<file path="src/rtl/pc_flow_pkg.sv">
// Shared types and constants for the program-counter flow controller.
package pc_flow_pkg;

    localparam int PC_W = 10;
    localparam logic [PC_W-1:0] DEFAULT_INTR_VECTOR = 10'h3FF;

    typedef enum logic [2:0] {
        OP_NOP  = 3'd0,
        OP_JMP  = 3'd1,
        OP_BRCC = 3'd2,
        OP_CALL = 3'd3,
        OP_RET  = 3'd4,
        OP_RETI = 3'd5,
        OP_SEI  = 3'd6,
        OP_CLI  = 3'd7
    } op_e;

    typedef enum logic [1:0] {
        ST_FETCH = 2'd0,
        ST_EXEC  = 2'd1,
        ST_INTR  = 2'd2
    } state_e;

endpackage

</file>
<file path="src/rtl/pc_return_stack.sv">
// LIFO of return addresses; push is ignored when full, pop when empty.
module pc_return_stack #(
    parameter int DEPTH = 8,
    parameter int WIDTH = 10,
    localparam int SPW  = $clog2(DEPTH + 1)
) (
    input  logic             CLK,
    input  logic             RST,
    input  logic             push,
    input  logic             pop,
    input  logic [WIDTH-1:0] din,
    output logic [WIDTH-1:0] dout,
    output logic             full,
    output logic             empty,
    output logic [SPW-1:0]   count
);

    localparam int IDXW = (DEPTH > 1) ? $clog2(DEPTH) : 1;

    logic [WIDTH-1:0] mem [DEPTH];
    logic [SPW-1:0]   sp;

    assign count = sp;
    assign full  = (sp == SPW'(DEPTH));
    assign empty = (sp == '0);
    assign dout  = empty ? '0 : mem[IDXW'(sp - 1'b1)];

    // sp points at the next free slot, so the top entry lives at sp-1
    always_ff @(posedge CLK) begin
        if (RST) begin
            sp <= '0;
        end else if (push && !full) begin
            mem[IDXW'(sp)] <= din;
            sp <= sp + 1'b1;
        end else if (pop && !empty) begin
            sp <= sp - 1'b1;
        end
    end

endmodule

</file>
<file path="src/rtl/pc_flow_ctrl.sv">
// Fetch/execute/interrupt sequencer that steers an external program counter
// and keeps a hardware return stack for CALL/RET and interrupt entry.
module pc_flow_ctrl
    import pc_flow_pkg::*;
#(
    parameter int              STACK_DEPTH = 8,
    parameter logic [PC_W-1:0] INTR_VECTOR = DEFAULT_INTR_VECTOR
) (
    input  logic            CLK,
    input  logic            RST,
    input  logic [2:0]      OP,
    input  logic            OP_VALID,
    input  logic [PC_W-1:0] TARGET,
    input  logic            COND,
    input  logic            INTR,
    input  logic [PC_W-1:0] PC_COUNT,
    output logic            PC_LD,
    output logic            PC_INC,
    output logic [PC_W-1:0] PC_DIN,
    output logic            INT_ACK,
    output logic            INT_EN,
    output logic            STACK_ERR
);

    localparam int SPW = $clog2(STACK_DEPTH + 1);

    state_e          state;
    op_e             op;
    logic            int_en;
    logic            int_en_nxt;
    logic            stack_err;
    logic            err_set;
    logic            full_after;
    logic            stack_push;
    logic            stack_pop;
    logic [PC_W-1:0] push_data;
    logic [PC_W-1:0] stack_dout;
    logic            stack_full;
    logic            stack_empty;
    logic [SPW-1:0]  stack_count;
    logic [PC_W-1:0] ret_addr;

    assign op = op_e'(OP);

    // Address 0 is never a legal return target, so the wrap skips to 1
    assign ret_addr = (PC_COUNT == 10'h3FF) ? 10'h001 : PC_COUNT + 10'd1;

    pc_return_stack #(
        .DEPTH (STACK_DEPTH),
        .WIDTH (PC_W)
    ) u_stack (
        .CLK   (CLK),
        .RST   (RST),
        .push  (stack_push),
        .pop   (stack_pop),
        .din   (push_data),
        .dout  (stack_dout),
        .full  (stack_full),
        .empty (stack_empty),
        .count (stack_count)
    );

    always_comb begin
        PC_LD      = 1'b0;
        PC_INC     = 1'b0;
        PC_DIN     = '0;
        INT_ACK    = 1'b0;
        stack_push = 1'b0;
        stack_pop  = 1'b0;
        push_data  = '0;
        int_en_nxt = int_en;
        err_set    = 1'b0;
        if (!RST) begin
            case (state)
                ST_EXEC: begin
                    if (OP_VALID) begin
                        case (op)
                            OP_JMP: begin
                                PC_LD  = 1'b1;
                                PC_DIN = TARGET;
                            end
                            OP_BRCC: begin
                                PC_LD  = COND;
                                PC_INC = !COND;
                                PC_DIN = COND ? TARGET : '0;
                            end
                            OP_CALL: begin
                                if (stack_full) begin
                                    PC_INC  = 1'b1;
                                    err_set = 1'b1;
                                end else begin
                                    stack_push = 1'b1;
                                    push_data  = ret_addr;
                                    PC_LD      = 1'b1;
                                    PC_DIN     = TARGET;
                                end
                            end
                            OP_RET, OP_RETI: begin
                                if (stack_empty) begin
                                    PC_INC  = 1'b1;
                                    err_set = 1'b1;
                                end else begin
                                    stack_pop = 1'b1;
                                    PC_LD     = 1'b1;
                                    PC_DIN    = stack_dout;
                                    if (op == OP_RETI) int_en_nxt = 1'b1;
                                end
                            end
                            OP_SEI: begin
                                PC_INC     = 1'b1;
                                int_en_nxt = 1'b1;
                            end
                            OP_CLI: begin
                                PC_INC     = 1'b1;
                                int_en_nxt = 1'b0;
                            end
                            default: PC_INC = 1'b1;
                        endcase
                    end
                end
                ST_INTR: begin
                    stack_push = !stack_full;
                    push_data  = PC_COUNT;
                    PC_LD      = 1'b1;
                    PC_DIN     = INTR_VECTOR;
                    INT_ACK    = 1'b1;
                    int_en_nxt = 1'b0;
                end
                default: ;
            endcase
        end
    end

    // Interrupt entry needs one free slot once this cycle's push/pop has landed
    always_comb begin
        if (stack_push)     full_after = (stack_count == SPW'(STACK_DEPTH - 1));
        else if (stack_pop) full_after = 1'b0;
        else                full_after = stack_full;
    end

    always_ff @(posedge CLK) begin
        if (RST) begin
            state     <= ST_FETCH;
            int_en    <= 1'b0;
            stack_err <= 1'b0;
        end else begin
            int_en <= int_en_nxt;
            if (err_set) stack_err <= 1'b1;
            case (state)
                ST_FETCH: state <= ST_EXEC;
                ST_EXEC: begin
                    if (OP_VALID)
                        state <= (INTR && int_en_nxt && !full_after) ? ST_INTR : ST_FETCH;
                end
                ST_INTR:  state <= ST_FETCH;
                default:  state <= ST_FETCH;
            endcase
        end
    end

    assign INT_EN    = int_en;
    assign STACK_ERR = stack_err;

endmodule
</file>
<file path="config.mk">
export PLATFORM = sky130hd
export DESIGN_NAME = pc_flow_ctrl
export DESIGN_NICKNAME = d
export VERILOG_FILES = /design/src/rtl/pc_flow_pkg.sv /design/src/rtl/pc_return_stack.sv /design/src/rtl/pc_flow_ctrl.sv
export SDC_FILE = /design/constraint.sdc
export NUM_CORES = 1
export LEC_CHECK = 0
export CAP_MARGIN = 20
export CORE_UTILIZATION = 50
export DETAILED_ROUTE_END_ITERATION = 10
export GPL_TIMING_DRIVEN = 0
export PLACE_DENSITY = 0.72
export SYNTH_ARGS = -nofsm -noshare
export SYNTH_HDL_FRONTEND = slang
export SYNTH_SLANG_ARGS = --single-unit
</file>
<file path="constraint.sdc">
create_clock -name CLK -period 4.89 [get_ports CLK]
set_input_delay 0.7335 -clock CLK [delete_from_list [all_inputs] [get_ports CLK]]
set_output_delay 0.7335 -clock CLK [all_outputs]
set_load 0.02 [all_outputs]
</file>
### Yosys cells after proc, flatten, opt, wreduce, memory -nomap -nowiden

Memories as Yosys holds them, arrays and structs flattened.
Cells that the tools add are included.

* logic and storage cells: 88
* register bits after elaboration: 8
* memory bits (read-only): 0
* memories kept: 1
* memory bits (writable): 80
* latch bits: 0

Memory list
* u_stack.mem: depth 8, width 10, read ports 1, clocked after Yosys merged registers in 0, write ports 1, RTL line pc_return_stack.sv:20 `logic [WIDTH-1:0] mem [DEPTH];`

* multipliers: 0
* add/sub/neg operators: 3
* shift-type cells: 0
* equality and inequality tests: 13
* reduce and logical (&&, ||, !) cells: 12
* multiplexer cells: 55
* divide/modulo/power cells: 0
* bitwise logic cells: 0
* $lt $le $gt $ge: 0

Operator list (count)
* $mux W10: 10
* $pmux W10 S2: 2
* $pmux W10 S4: 1
* $mux W1: 30
* $eq A3 B3 Y1 const B: 4
* $add A10 B1 Y10 const B: 1
* $eq A10 B10 Y1 const B: 1
* $mux W4: 2
* $pmux W1 S2: 4
* $pmux W1 S4: 2
* $eq A3 B2 Y1 const B: 2
* $add A4 B1 Y4 const B: 1
* $eq A4 B3 Y1 const B: 1
* $eq A4 B4 Y1 const B: 1
* $logic_and A1 B1 Y1: 4
* $logic_not A1 Y1: 4
* $logic_not A4 Y1: 1
* $mux W2: 2
* $pmux W2 S2: 1
* $sub A4 B1 Y4 const B: 1
* $eq A3 B1 Y1 const B: 1
* $pmux W1 S3: 1
* $eq A2 B1 Y1 const B: 1
* $eq A2 B2 Y1 const B: 1
* other kinds (4): 4

### Logic depth before layout (Yosys ltp)

* depth after elaboration: 13
* gate-level depth with buffers: 11
* gate-level depth less buffers: 7

### By module

Synthesis repeated with hierarchy kept, for this count alone.

* cells, all modules: 316
* area total of the unflattened synthesis: 4351.7 um2

By module, submodules not included
* pc_return_stack: cells an instance 195, instances 1, area an instance 3460.8 um2, seq. area each 2482.4 um2
* pc_flow_ctrl: cells an instance 121, instances 1, area an instance 890.9 um2, seq. area each 80.1 um2

### Least setup slack after synthesis

No wires, ideal clock.

* kind: register -> output
* start: reg u_stack.sp[0] (netlist: u_stack.count[0])
* end: out PC_DIN[9]
* stages on the path, launching flop included: 10
* data arrival time: 2557 ps
* path slack: 1600 ps
* cell sequence: dfxtp_1 > buf_2 > buf_2 > inv_1 > ha_1 > clkbuf_1 > mux4_2 > mux2_2 > a221oi_1 > nor2_1

* longest elaborated chain between the ends: 7
* elaborated cells on any way between the ends: 10

Ends and longest elaborated chain
* from (decl): RTL line pc_return_stack.sv:21 `logic [SPW-1:0] sp;`
* from (signal assigned): RTL line pc_return_stack.sv:34 `sp <= sp + 1'b1;`
* from (signal assigned): RTL line pc_return_stack.sv:36 `sp <= sp - 1'b1;`
* $sub A4 B1 Y4: RTL line pc_return_stack.sv:26 `assign dout = empty ? '0 : mem[IDXW'(sp - 1'b1)];`
* $mem_v2 Z8 W10
* $mux W10: RTL line pc_flow_ctrl.sv:99 `if (stack_empty) begin`
* $pmux W10 S4 (*): RTL line pc_flow_ctrl.sv:77 `case (op)`
* $mux W10 (*): RTL line pc_flow_ctrl.sv:76 `if (OP_VALID) begin`
* $pmux W10 S2 (*): RTL line pc_flow_ctrl.sv:74 `case (state)`
* $mux W10 (*): RTL line pc_flow_ctrl.sv:73 `if (!RST) begin`
* to (decl): RTL line pc_flow_ctrl.sv:19 `output logic [PC_W-1:0] PC_DIN,`

Every way passes the cells marked *; elsewhere a longest branch is shown, timed or not.

### Final worst setup path

* start: reg u_stack.sp[0] (netlist: u_stack.count[0])
* end: out PC_DIN[4]

The elaborated chain is that of the path after synthesis.

==> flow_summary_export.csv <==
group,metric,value,unit
clocking,insertion_delay,0.35,ns
worst_setup_path,cp-end-kind,"output pin",
place,post-place-ws,0.351,ns
place,hpwl,6940,µm
die,core,7850,µm²
timing,setup_viol,0,
synthesis,yosys.area_share.adder,2.12,%
synthesis,synthXorXnorAreaFrac,0.424,%
worst_setup_path,crit_path_end,"PC_DIN[4]",
timing,maxSlewViolCount,0,
power,power.density,278,nW/µm²
synthesis,synthMuxAreaShare,14.6,%
clocking,cts_num_sinks,88,
clocking,htree_num_levels,3,
status,status,"complete, no violations",
timing,min_period,4.61,ns
die,die_y,92.9,µm
synthesis,synth_top_area_share,58.2,%
worst_setup_path,reg2reg_depth,11,
route,post-route-drc-count,0,
synthesis,synth_edf_count,80,
timing,worst_slack,0.277,ns
finish,stdcell_count,456,
timing,post-route-period-util,94.3,%
timing,fin_skew,0.00995,ns
power,comb_power_share,5.4,%
synthesis,ys_types,46,
clocking,cts_setup_buffers,0,
synthesis,synth-warning-count,0,
synthesis,synthSimpleGateAreaFrac,10.4,%
timing,finalHoldViolCount,0,
route,dr.first_iter.drc_count,236,
route,vias,2814,
power,seq_power_share,58.6,%
place,io_buffers,41,
finish,antenna_cells,0,
worst_setup_path,cp-start-kind,"register",
worst_setup_path,startpoint,"u_stack.count[0]$_SDFFE_PP0P_",
route,wirelength,9630,µm
synthesis,synth_area,4130,µm²
worst_setup_path,r2r-end,"u_stack.mem[7][5]$_DFFE_PP_",
place,place_area,4770,µm²
global_routing,antenna_found_initial,0,
synthesis,synth_top_family_by_area,"multiplexers",
clocking,cts_tree,"yes",
worst_setup_path,cp_max_fo,10,
finish,drive_above_1_share,20.9,%
global_routing,grt_overflow,0,
finish,area_growth,21.0,%
finish,fillers,608,
worst_setup_path,critPathKind,"register to output pin",
worst_setup_path,r2r_start,"u_stack.count[0]$_SDFFE_PP0P_",
power,p_clk_share,36.0,%
clocking,path_clk_slew,0.09,ns
synthesis,synth_seq_cells,88,
route,dr.pass1.iters,5,
route,ant_nets,0,
clocking,cts_root_buf,"clkbuf_8",
timing,slew_headroom,45.9,%
synthesis,yosysTopAreaCell,"edfxtp_1",
clocking,cts_buffers,9,
power,p_int,0.00109,W
die,start_util,52.6,%
timing,worstMarginPinSlew,0.804,ns
finish,stdcell_area,5000,µm²
synthesis,postSynth.asyncResetShare,0,%
die,ioPinCount,43,
run,drv_cap,0,
synthesis,synth.avg_cell_area,14.4,µm²
synthesis,synth_ff_type,"edfxtp_1",
worst_setup_path,worstPathArrival,3.88,ns
synthesis,syn-instance-count,287,
power,peakVddDrop,0.000300,V
global_routing,grt_max_degree,16,
global_routing,grt_pass1_vias,2623,
min_path,hold_path_class,"register to register",
synthesis,seq_area_frac_synth,62.0,%
clocking,clock_path_buffers,2,
worst_setup_path,r2r_slack,1.24,ns
route,wl_per_cell,21.1,µm
power,swShare,21.6,%
power,finalPower,0.00139,W
synthesis,synth-compound-area-share,8.12,%
timing,max_freq,217,MHz
place,globalplace.congestion,0.836,
synthesis,synth_nets,322,
global_routing,grt_pass1_wl,14900,µm
die,rows,32,
finish,final_common_cell,"edfxtp_1",
finish,final_cell_mix,"edfxtp_1 (80), clkdlybuf4s50_1 (41), nor2_1 (28), mux4_2 (20), nand2_1 (18)",
route,viasPerCell,6.17,
power,p_switching,0.000300,W
place,place_inst,437,
worst_setup_path,cp.required,4.16,ns
die,die_w,92.9,µm
power,p_leak,1.70,nW
global_routing,grt_use_total,23.9,%
timing,rsz0062_at_grt,"no",
timing,fin_tns_setup,0,ns
finish,layout.nets,384,
clocking,postCtsHoldBufs,0,
synthesis,ys_top_cells_by_area,"edfxtp_1 (58%), mux4_2 (11%), dfxtp_1 (3.9%)",
die,dieArea,8630,µm²
==> worst max-delay path, stage by stage, from the launching register on <==
cell,delay [ns]
dfxtp_1,0.35
buf_2,0.26
buf_2,0.38
inv_1,0.18
ha_1,0.41
clkbuf_2,0.35
mux4_2,0.37
mux2_2,0.29
a221oi_1,0.29
nor2_1,0.09
clkdlybuf4s50_1,0.56
==> power groups by stage <==
stage | combinational, W | clock (W) | sequential (W)
CTS | 0.0000734 | 0.000507 | 0.000814
global route | 0.0000809 | 0.000539 | 0.000814
floorplan | 0.0000332 | 0 | 0.000832
finish | 0.0000743 | 0.000500 | 0.000814
global placement | 0.0000718 | 0 | 0.000831
detailed placement | 0.0000732 | 0 | 0.000831
==> cell usage after synthesis, types with 2 or more instances <==
library cell / count
nand2b_1: 4
a211oi_1: 2
buf_2: 3
nor3_1: 8
a41oi_1: 2
o21ai_0: 6
a31oi_1: 6
nand2_1: 18
nand3_1: 9
inv_1: 7
clkbuf_1: 7
nand3b_1: 3
a221oi_1: 10
a21oi_1: 12
nor2b_1: 3
mux2i_1: 3
a22o_1: 2
edfxtp_1: 80
a2bb2oi_1: 2
mux4_2: 20
dfxtp_1: 8
nor2_1: 28
buf_4: 3
ha_1: 7
nor4_1: 3
mux2_2: 11
==> area by class of cell <==
type / instances / area, µm² / area share [%]
sequential: 88 / 2560 / 51.3
tap: 102 / 128 / 2.55
multi-input combinational: 178 / 1510 / 30.1
timing repair buffer: 51 / 508 / 10.2
inverter: 7 / 26.3 / 0.526
buffer: 14 / 72.6 / 1.45
clock buffer: 10 / 128 / 2.55
clock inverter: 6 / 67.6 / 1.35
==> per-stage QoR <==
| step | util (%) | hold WS, ns |
|---|---|---|
| floorplan | - | 0.490 |
| global placement | 59.5 | 0.466 |
| detailed placement | 60.7 | 0.482 |
| CTS | 63.2 | 0.504 |
| global route | 63.7 | 0.563 |
| finish | 63.7 | 0.502 |
==> worst min path at each step <==
stage                           startpoint                endpoint  slack (ns)  depth (start not counted)
floorplan            state[0]$_SDFFE_PP0P_   state[0]$_SDFFE_PP0P_        0.49                          2
global placement    STACK_ERR$_SDFFE_PP0P_  STACK_ERR$_SDFFE_PP0P_        0.47                          2
detailed placement  STACK_ERR$_SDFFE_PP0P_  STACK_ERR$_SDFFE_PP0P_        0.48                          2
CTS                 STACK_ERR$_SDFFE_PP0P_  STACK_ERR$_SDFFE_PP0P_        0.50                          2
global route        STACK_ERR$_SDFFE_PP0P_  STACK_ERR$_SDFFE_PP0P_        0.56                          2
finish              STACK_ERR$_SDFFE_PP0P_  STACK_ERR$_SDFFE_PP0P_        0.50                          2
==> flip-flops by register name, indices dropped and copies added, names as in the netlist <==
register       count
INT_EN             1
STACK_ERR          1
u_stack.mem       80
state              2
u_stack.count      4
==> cells by family (layout without fill, tap and decap cells) <==
kind of cell,count (synthesis),count (layout)
xor+xnor,2,2
simple gates,87,87
compound gates,48,48
buf+inv,21,88
fa+ha+maj,7,7
flops,88,88
mux,34,34
==> per-layer routing <==
metal  wire length (µm)  GRT usage [%]  vias to the layer above
met5                  0              0                        -
met4                 57           5.00                        0
met3                695           4.52                        6
met2               4600           37.3                      124
met1               4270           35.3                     1417
li1                   -              -                     1267
==> repair_timing <==
action / in CTS / in global routing
pin swaps: 0 / 0
setup endpoints to repair: 4 / 9
resized for setup: 2 / 3
Note: power is estimated with default switching activity, not from simulation.
